$ cat config.mk
export PLATFORM = sky130hd
export DESIGN_NAME = mdu_issue_ctrl_flat
export DESIGN_NICKNAME = d
export VERILOG_FILES = /design/src/rtl/mdu_issue_ctrl_pkg.sv /design/src/rtl/mdu_issue_ctrl_if.sv /design/src/rtl/mdu_lat_counter.sv /design/src/rtl/mdu_issue_ctrl.sv /design/src/flat_wrapper.sv
export SDC_FILE = /design/constraint.sdc
export NUM_CORES = 1
export LEC_CHECK = 0
export ABC_AREA = 1
export BUFFER_PORTS_ARGS = -buffer_cell sky130_fd_sc_hd__buf_4
export CAP_MARGIN = 20
export CORE_AREA = 2 2 39 41
export DETAILED_ROUTE_END_ITERATION = 6
export DIE_AREA = 0 0 41 43
export GPL_TIMING_DRIVEN = 0
export PLACE_DENSITY_LB_ADDON = 0.08
export SETUP_SLACK_MARGIN = 0.15
export SYNTH_ARGS = -nofsm -noshare
export SYNTH_HDL_FRONTEND = slang
export SYNTH_HIERARCHICAL = 1
export SYNTH_SLANG_ARGS = --single-unit
$ cat constraint.sdc
create_clock -name clk -period 2.1 [get_ports clk]
set_clock_uncertainty 0.15 [all_clocks]
set_input_delay 0.21 -clock clk [delete_from_list [all_inputs] [get_ports clk]]
set_output_delay 0.21 -clock clk [all_outputs]
set_load 0.05 [all_outputs]
$ cat src/rtl/mdu_issue_ctrl_pkg.sv
// ---------------------------------------------------------------------------
// mdu_pkg
// Shared definitions for the MDU issue sequencer in the E stage:
//   - MDU op-code constants (4-bit encoding, codes 9..15 behave as NONE)
//   - classification helpers used by the controller
//   - FSM state encoding
// Optional build macro used by files importing this package:
//   MDU_FLUSH_ABORT_EN (see mdu_issue_ctrl.sv)
// ---------------------------------------------------------------------------
package mdu_pkg;

    typedef logic [3:0] mdu_op_t;

    localparam mdu_op_t OP_NONE  = 4'd0;
    localparam mdu_op_t OP_MULT  = 4'd1;
    localparam mdu_op_t OP_MULTU = 4'd2;
    localparam mdu_op_t OP_DIV   = 4'd3;
    localparam mdu_op_t OP_DIVU  = 4'd4;
    localparam mdu_op_t OP_MTHI  = 4'd5;
    localparam mdu_op_t OP_MTLO  = 4'd6;
    localparam mdu_op_t OP_MFHI  = 4'd7;
    localparam mdu_op_t OP_MFLO  = 4'd8;

    typedef enum logic {
        IDLE = 1'b0,
        BUSY = 1'b1
    } mdu_state_t;

    // Any instruction that touches HI/LO and therefore must wait for an
    // in-flight operation (MULT..MFLO).
    function automatic logic is_mdu_op(input mdu_op_t op);
        return (op >= OP_MULT) && (op <= OP_MFLO);
    endfunction

    // Instructions that launch a multi-cycle datapath operation.
    function automatic logic is_muldiv_op(input mdu_op_t op);
        return (op >= OP_MULT) && (op <= OP_DIVU);
    endfunction

    function automatic logic is_mult_op(input mdu_op_t op);
        return (op == OP_MULT) || (op == OP_MULTU);
    endfunction

    function automatic logic is_div_op(input mdu_op_t op);
        return (op == OP_DIV) || (op == OP_DIVU);
    endfunction

endpackage

$ cat src/rtl/mdu_issue_ctrl_if.sv
// ---------------------------------------------------------------------------
// mdu_issue_if
// Handshake bundle between the E-stage pipeline and the MDU issue
// controller.
//   req_valid, req_op, flush       : pipeline -> controller
//   start, start_op                : controller -> datapath launch
//   hi_we, lo_we                   : MTHI / MTLO write enables
//   result_we                      : datapath {HI,LO} commit strobe
//   busy, stall                    : status / pipeline freeze
// modport master : pipeline side (drives the request)
// modport slave  : controller side
// ---------------------------------------------------------------------------
interface mdu_issue_if;
    import mdu_pkg::*;

    logic    req_valid;
    mdu_op_t req_op;
    logic    flush;
    logic    start;
    mdu_op_t start_op;
    logic    hi_we;
    logic    lo_we;
    logic    result_we;
    logic    busy;
    logic    stall;

    modport master (
        output req_valid, req_op, flush,
        input  start, start_op, hi_we, lo_we, result_we, busy, stall
    );

    modport slave (
        input  req_valid, req_op, flush,
        output start, start_op, hi_we, lo_we, result_we, busy, stall
    );

endinterface

$ cat src/rtl/mdu_lat_counter.sv
// ---------------------------------------------------------------------------
// mdu_lat_counter
// Latency down-counter for the MDU sequencer. Loads the operation latency on
// issue, decrements while the operation is in flight and flags the final
// (commit) cycle when the count equals 1.
// Ports:
//   clk, reset : clock, synchronous active-high reset (count -> 0)
//   clear      : synchronous clear (abort path)
//   load       : load load_val (takes priority over dec)
//   load_val   : latency to load
//   dec        : decrement by one (saturates at 0)
//   last       : count == 1
// ---------------------------------------------------------------------------
module mdu_lat_counter #(
    parameter int CNT_W = 4
) (
    input  logic             clk,
    input  logic             reset,
    input  logic             clear,
    input  logic             load,
    input  logic [CNT_W-1:0] load_val,
    input  logic             dec,
    output logic             last
);

    logic [CNT_W-1:0] cnt;

    // Counter register: clear beats load, load beats decrement. The
    // decrement saturates so a stray dec after expiry cannot wrap.
    always_ff @(posedge clk) begin
        if (reset || clear) begin
            cnt <= '0;
        end else if (load) begin
            cnt <= load_val;
        end else if (dec && (cnt != '0)) begin
            cnt <= cnt - 1'b1;
        end
    end

    assign last = (cnt == CNT_W'(1));

endmodule

$ cat src/rtl/mdu_issue_ctrl.sv
// ---------------------------------------------------------------------------
// mdu_issue_ctrl
// Sequencer for the multiply/divide unit in the E stage of the 5-stage MIPS
// pipeline. Issues MULT/MULTU/DIV/DIVU to the datapath with a one-cycle
// start strobe, times the latency, strobes the {HI,LO} commit and stalls
// any HI/LO-touching instruction while an operation is in flight (commit
// cycle included, so MFHI/MFLO never observe stale values).
// Parameters:
//   MULT_LAT : issue-to-commit cycles for MULT/MULTU (>=1)
//   DIV_LAT  : issue-to-commit cycles for DIV/DIVU (>=1)
//   CNT_W    : counter width, must hold max(MULT_LAT, DIV_LAT)
// Ports:
//   clk   : clock
//   reset : synchronous, active-high
//   bus   : mdu_issue_if.slave (request, strobes, busy, stall)
// Build option:
//   MDU_FLUSH_ABORT_EN : when defined, a flush while BUSY aborts the
//   in-flight operation (no commit, HI/LO keep their old values). When
//   undefined, flush while BUSY is ignored and the operation commits.
// ---------------------------------------------------------------------------
module mdu_issue_ctrl
    import mdu_pkg::*;
#(
    parameter int MULT_LAT = 5,
    parameter int DIV_LAT  = 10,
    parameter int CNT_W    = 4
) (
    input logic        clk,
    input logic        reset,
    mdu_issue_if.slave bus
);

    mdu_state_t       state;
    mdu_state_t       state_next;

    logic             accept;
    logic             abort;
    logic             cnt_last;
    logic             cnt_load;
    logic             cnt_clear;
    logic             cnt_dec;
    logic [CNT_W-1:0] cnt_load_val;

    logic             start;
    mdu_op_t          start_op;
    logic             hi_we;
    logic             lo_we;
    logic             result_we;
    logic             stall;

    mdu_lat_counter #(
        .CNT_W (CNT_W)
    ) u_lat_counter (
        .clk      (clk),
        .reset    (reset),
        .clear    (cnt_clear),
        .load     (cnt_load),
        .load_val (cnt_load_val),
        .dec      (cnt_dec),
        .last     (cnt_last)
    );

    // State register.
    always_ff @(posedge clk) begin
        if (reset) begin
            state <= IDLE;
        end else begin
            state <= state_next;
        end
    end

    // Next-state and output logic. Stall is sourced only from BUSY, so a
    // start can never coincide with a stall. The write strobes are masked
    // during reset so a request arriving in the reset cycle has no effect.
    always_comb begin
        state_next   = state;
        cnt_load     = 1'b0;
        cnt_load_val = '0;
        cnt_clear    = 1'b0;
        cnt_dec      = 1'b0;
        start        = 1'b0;
        start_op     = OP_NONE;
        hi_we        = 1'b0;
        lo_we        = 1'b0;
        result_we    = 1'b0;

`ifdef MDU_FLUSH_ABORT_EN
        abort = bus.flush;
`else
        abort = 1'b0;
`endif

        stall  = (state == BUSY) && bus.req_valid && is_mdu_op(bus.req_op);
        accept = bus.req_valid && !bus.flush && !stall;

        case (state)
            IDLE: begin
                if (accept && !reset) begin
                    if (is_mult_op(bus.req_op)) begin
                        start        = 1'b1;
                        start_op     = bus.req_op;
                        cnt_load     = 1'b1;
                        cnt_load_val = CNT_W'(MULT_LAT);
                        state_next   = BUSY;
                    end else if (is_div_op(bus.req_op)) begin
                        start        = 1'b1;
                        start_op     = bus.req_op;
                        cnt_load     = 1'b1;
                        cnt_load_val = CNT_W'(DIV_LAT);
                        state_next   = BUSY;
                    end else if (bus.req_op == OP_MTHI) begin
                        hi_we = 1'b1;
                    end else if (bus.req_op == OP_MTLO) begin
                        lo_we = 1'b1;
                    end
                end
            end

            BUSY: begin
                if (abort) begin
                    cnt_clear  = 1'b1;
                    state_next = IDLE;
                end else begin
                    cnt_dec = 1'b1;
                    if (cnt_last) begin
                        result_we  = !reset;
                        state_next = IDLE;
                    end
                end
            end

            default: begin
                state_next = IDLE;
            end
        endcase
    end

    assign bus.start     = start;
    assign bus.start_op  = start_op;
    assign bus.hi_we     = hi_we;
    assign bus.lo_we     = lo_we;
    assign bus.result_we = result_we;
    assign bus.busy      = (state == BUSY);
    assign bus.stall     = stall;

endmodule

$ cat src/flat_wrapper.sv
// flat-port wrapper written by rule: the top's interface ports become plain ports
module mdu_issue_ctrl_flat import mdu_pkg::*;
#(
    parameter int MULT_LAT = 5,
    parameter int DIV_LAT  = 10,
    parameter int CNT_W    = 4
)
  (clk, reset, bus_req_valid, bus_req_op, bus_flush, bus_start, bus_start_op, bus_hi_we, bus_lo_we, bus_result_we, bus_busy, bus_stall);
  mdu_issue_if bus_i ();
  input logic clk;
  input logic reset;
  input wire logic [$bits(bus_i.req_valid)-1:0] bus_req_valid;
  input wire logic [$bits(bus_i.req_op)-1:0] bus_req_op;
  input wire logic [$bits(bus_i.flush)-1:0] bus_flush;
  output wire logic [$bits(bus_i.start)-1:0] bus_start;
  output wire logic [$bits(bus_i.start_op)-1:0] bus_start_op;
  output wire logic [$bits(bus_i.hi_we)-1:0] bus_hi_we;
  output wire logic [$bits(bus_i.lo_we)-1:0] bus_lo_we;
  output wire logic [$bits(bus_i.result_we)-1:0] bus_result_we;
  output wire logic [$bits(bus_i.busy)-1:0] bus_busy;
  output wire logic [$bits(bus_i.stall)-1:0] bus_stall;
  assign bus_i.req_valid = bus_req_valid;
  assign bus_i.req_op = bus_req_op;
  assign bus_i.flush = bus_flush;
  assign bus_start = bus_i.start;
  assign bus_start_op = bus_i.start_op;
  assign bus_hi_we = bus_i.hi_we;
  assign bus_lo_we = bus_i.lo_we;
  assign bus_result_we = bus_i.result_we;
  assign bus_busy = bus_i.busy;
  assign bus_stall = bus_i.stall;
  mdu_issue_ctrl #(.MULT_LAT(MULT_LAT), .DIV_LAT(DIV_LAT), .CNT_W(CNT_W)) u_core (.clk(clk), .reset(reset), .bus(bus_i));
endmodule
# Yosys cells after proc, flatten, opt, wreduce, memory -nomap -nowiden
# Cells that the tools add are included.
[classes]
n_lt_le_gt_ge = 2
n_reduce_logical = 14
eq_ne = 7
mux = 30
add_sub_neg = 1
bitwise_logic = 1
[ops]
columns = ["op", "n"]
rows = [
  ["$mux 4", 10],
  ["$mux 1", 19],
  ["$eq 4x3->1 const B", 3],
  ["$eq 4x1->1 const B", 2],
  ["$eq 4x2->1 const B", 2],
  ["$logic_and 1x1->1", 7],
  ["$ge 4x1->1 const B", 1],
  ["$le 4x4->1 const B", 1],
  ["$reduce_bool 4->1", 1],
  ["$sub 4x1->4 const B", 1],
  ["$logic_not 1->1", 3],
  ["$logic_or 1x1->1", 2],
  ["$pmux 1 s2", 1],
  ["$reduce_bool 2->1", 1],
  ["$not 1->1", 1],
]
[word_totals]
reg_bits = 5
in_bits = 8
elab_cells = 57
out_inout_bits = 10

# Longest topological paths before layout
[logic_depth]
word_depth = 9
ltp_mapped = 12
depth_no_buf = 12

# Cells and area by module
# The synthesis kept the hierarchy.
[by_module_without_submodules]
columns = ["mod", "n_inst", "cells_each", "area_per_inst_um2", "seq_area_each_um2"]
rows = [
  ["mdu_lat_counter", 1, 46, 290.3, 80.1],
  ["mdu_issue_ctrl", 1, 41, 219.0, 20.0],
]

# Least setup slack after synthesis
# Ideal clock, no wire load.
[synth_path]
kind = "register to output"
start = "register u_core.state (netlist: u_core/bus.busy)"
end = "output port bus_stall"
path_stages_with_launch = 3
arrival_time_ns = 2.005
setup_slack_ns = -0.265
path_buffers = 0
required_time_ns = 1.740
path_cell_list = "dfxtp_1 > nand2_1 > a211oi_1"
[synth_via]
elab_chain_len = 2
[synth_lines]
columns = ["item", "line_no", "text"]
rows = [
  ["start: declaration", "mdu_issue_ctrl.sv:33", "mdu_state_t state;"],
  ["start signal: assignment", "mdu_issue_ctrl.sv:68", "state <= state_next;"],
  ["$logic_and 1x1->1 (2 in a row)", "mdu_issue_ctrl.sv:93", "stall = (state == BUSY) && bus.req_valid && is_mdu_op(bus.req_op);"],
  ["end: declaration", "flat_wrapper.sv:21", "output wire logic [$bits(bus_i.stall)-1:0] bus_stall;"],
]
# Every way passes these cells.

# Worst setup path after layout
[layout_path]
start = "register u_core.u_lat_counter.cnt[1]"
end = "output port bus_result_we"
[layout_via]
elab_chain_len = 3
[layout_lines]
columns = ["item", "line_no", "text"]
rows = [
  ["start: declaration", "mdu_lat_counter.sv:26", "logic [CNT_W-1:0] cnt;"],
  ["start signal: assignment", "mdu_lat_counter.sv:34", "cnt <= load_val;"],
  ["start signal: assignment", "mdu_lat_counter.sv:36", "cnt <= cnt - 1'b1;"],
  ["$eq 4x1->1", "mdu_lat_counter.sv:40", "assign last = (cnt == CNT_W'(1));"],
  ["net u_core.cnt_last", "mdu_issue_ctrl.sv:38", "logic cnt_last;"],
  ["$mux 1", "mdu_issue_ctrl.sv:125", "if (cnt_last) begin"],
  ["$mux 1", "mdu_issue_ctrl.sv:96", "case (state)"],
  ["end: declaration", "flat_wrapper.sv:19", "output wire logic [$bits(bus_i.result_we)-1:0] bus_result_we;"],
]
# The timed path passes the listed nets, and every way through them passes these cells.

==> impl_summary.md <==
Place
The worst slack at placement is 0.522 ns. The cell count after placement is 120. The HPWL reported at the end of detailed placement is 900 um. In this run the cell area measured after placement is 668 um^2. The count of buffers inserted at the top-level ports is 16. The routability congestion estimate is 0.739.

Worst setup path
The worst register-to-register path ends at u_core/u_lat_counter/cnt[2]. The kind of cell with the highest combined delay on the critical path is buffers and inverters. For the worst setup path, the data required time is 1.74 ns.

STA classifies the critical path endpoint as a primary output. The critical path in this run is classified as reg2out. The worst register-to-register path has a depth of 10.

STA classifies the critical path startpoint as a flop. Walking the worst path, the cells encountered are inv_1, ha_1, nor3b_1, inv_1, nor3_2, buf_4. The critical path contains buffers and inverters numbering 3 combined. The most prevalent standard cell on the critical path is inv_1.

Counting buffers and inverters, the worst setup path is 6 cells deep. Of all nets on the critical path, the largest fanout is 3. The start point of the critical path is u_core/u_lat_counter/cnt[1].

On the worst path, the slowest cell contributes a delay of 0.32 ns. The worst reg2reg path startpoint is u_core/bus.busy. The cell at the slowest stage of the critical path is dfxtp_1.

At the worst endpoint, the arrival time is about 1.4 ns. For flop-to-flop paths, the worst setup slack is 0.55 ns. The worst setup path endpoint is bus_result_we.

Final layout
The most common cell after layout, fill and taps aside is nand2_1. For this run, the post-layout net count is 119. The repair_antennas step left the layout with diodes totalling 0. In the layout the commonest cells are 24 x nand2_1, 17 x buf_4, 13 x inv_1, 12 x nor2_1. The filler-free cell count of the finished design is ~120. The utilization after layout is 50.2%.

The design area is between 600 and 700 um^2. The post-route netlist has 33.3% of its cells at a drive strength greater than 1. The area growth from synthesis to layout is 36.4%.

Timing
Based on the critical path, the design can be clocked at up to 579 MHz. The minimum hold slack is 0.106 ns. The final-report hold violation count is 0.

The worst path uses 82.3% of the clock period. The final critical path time including I/O delays and setup is roughly 1.7 ns. Setup repair after global routing left no endpoint under its margin.

The sum of negative setup slack is 0 ns. The final-report max-slew violation count is 0. Setup violations remaining at the end of the flow were counted as 0.

The setup slack of the critical path after layout is between 0.3 and 0.4 ns.

Global route
Global routing used 14.4% of the available tracks. Entering global routing, the biggest net connects 10 pins. The via count of the first global-routing pass was approximately 480. The first-pass GRT wire length is approximately 1700 um. Summed over all layers, the global routing overflow is 0.

The initial antenna violation count came to 0.

Floorplanning
The starting utilization of the core area is between 30% and 40%. The die covers roughly 1800 um^2. The standard cell core area is 1380 um^2.

The chip width is 41 um. Measured along the y axis, the die boundary spans 43 um. During I/O placement, the number of pins put on the boundary was 18. The cell row count is 14.

Clock network
The tree built by TritonCTS fans out to 5 sinks. For this design, the CTS-stage hold fixing added 0 buffers. The total CTS buffers is 3. The count of instances resized after the clock tree is built is 0. The post-CTS repair timing setup buffer count is 0. The clock passes through at most 2 buffers.

For the worst-skew pair, the clock arrives at the later sink with an insertion delay of roughly 0.24 ns. The root buffer cell is clkbuf_4. The TritonCTS clock tree is built.

After clock tree synthesis, the clock-pin slew on the worst setup and hold paths is about 0.04 ns. CTS built an H-tree with a depth of 1.

Routing
After the first detailed-routing iteration, the DRC count stood at 1. Dividing the detail-routed wire length by the instance count gives 8.18 um. For this run, design rule violations remaining after detail routing come to 0. The routed layout has 556 vias. Once detail routing completed, the nets flagged for antenna violations numbered 0.

The routed design has 1010 um of wire. The first-pass iteration count of the detailed router is 2. The via count normalized by instance count is around 4.5.

Min path
The class of the most critical hold timing path is in2reg.

Synth
The synthesized instance count is 87. Yosys printed 6 warnings. Sequential cells were found to cover 19.7% of the synthesized design area.

The mapped cell area is between 500 and 600 um^2. After synthesis the netlist holds a flip-flop and latch count of 5. In this run the mean area of a mapped cell was 5.85 um^2. The count of unique library cells instantiated by Yosys is 22.

Outcome
The run finished with clean final reports.

Power
The total power after layout is between 0.2 and 0.3 mW. The leakage dissipation is 0.340 nW. The worst-case vdd ir drop is ~170 uV.

The power density of the placed cells is 395 nW/um^2.

Run
Across the run, the number of max-cap violations was 0.
## sequential cells by signal (all words and copies together) (netlist names)
| signal | flops |
|---|---|
| u_core/u_lat_counter/cnt | 4 |
| u_core/bus.busy | 1 |
## routing by layer
metal	share of wire [%]	track usage, %	up-vias
li1	-	-	308
met1	41	15.3	233
met2	52	23.4	13
met3	4.3	1.57	2
met4	2.8	12.0	0
met5	0	0	-
## synthesized netlist by cell type (all sizes together)
master / count / area [um^2]
a21oi: 3 / 18.8
ha: 2 / 25.0
nand3b: 1 / 7.51
nor2: 14 / 57.6
nor3: 3 / 15.0
inv: 17 / 63.8
dfxtp: 5 / 100
a211oi: 1 / 7.51
nor3b: 1 / 7.51
conb: 1 / 3.75
nand2: 28 / 120
buf: 1 / 7.51
o21ai: 3 / 15.0
nand4: 1 / 21.3
nand3: 5 / 30.0
xor2: 1 / 8.76
## logic make-up after synthesis
| group | count (synthesis) | synth area share, % |
|---|---|---|
| AND/OR/NAND/NOR | 53 | 50.9 |
| buffers and inverters | 18 | 14.0 |
| AO/OA/AOI/OAI | 7 | 8.11 |
| flip-flops | 5 | 19.7 |
| adder cells (fa/ha/maj) | 2 | 4.91 |
| XOR/XNOR | 1 | 1.72 |
| other | 1 | 0.736 |
## worst register-to-register path: stages (launching register included)
cell,delay [ns]
dfxtp_2,0.37
inv_2,0.07
nand4_4,0.12
inv_2,0.05
nand2_2,0.09
clkinvlp_4,0.15
inv_1,0.16
nand2_4,0.08
inv_2,0.06
nand2_1,0.06
a21oi_2,0.13
## power by group
part / leakage (nW) / switching (mW) / internal (mW)
sequential: 0.0408 / 0.00199 / 0.0969
combinational: 0.285 / 0.0389 / 0.0230
clock: 0.0150 / 0.0414 / 0.0720
total: 0.340 / 0.0822 / 0.192
## area by class of cell
class                           count  area, um^2
Clock buffer                        4        26.3
Sequential cell                     5         101
Fill cell                         172         689
Multi-Input combinational cell     65         352
Inverter                           17        67.6
Buffer                              1        7.51
Timing Repair Buffer               16         120
Tap cell                           16        20.0
## how the worst min path moves through the flow
stage	end	slack [ns]	from	cells past startpoint
2_1_floorplan	u_core/u_lat_counter/cnt[3]	0.22	reset	3
3_3_place_gp	u_core/u_lat_counter/cnt[0]	0.35	u_core/u_lat_counter/cnt[0]	2
3_5_place_dp	u_core/u_lat_counter/cnt[0]	0.35	u_core/u_lat_counter/cnt[0]	2
4_1_cts	u_core/u_lat_counter/cnt[3]	0.10	reset	4
5_1_grt	u_core/u_lat_counter/cnt[3]	0.14	reset	4
6_report	u_core/u_lat_counter/cnt[3]	0.11	reset	4
(Power assumes the default switching activity.)
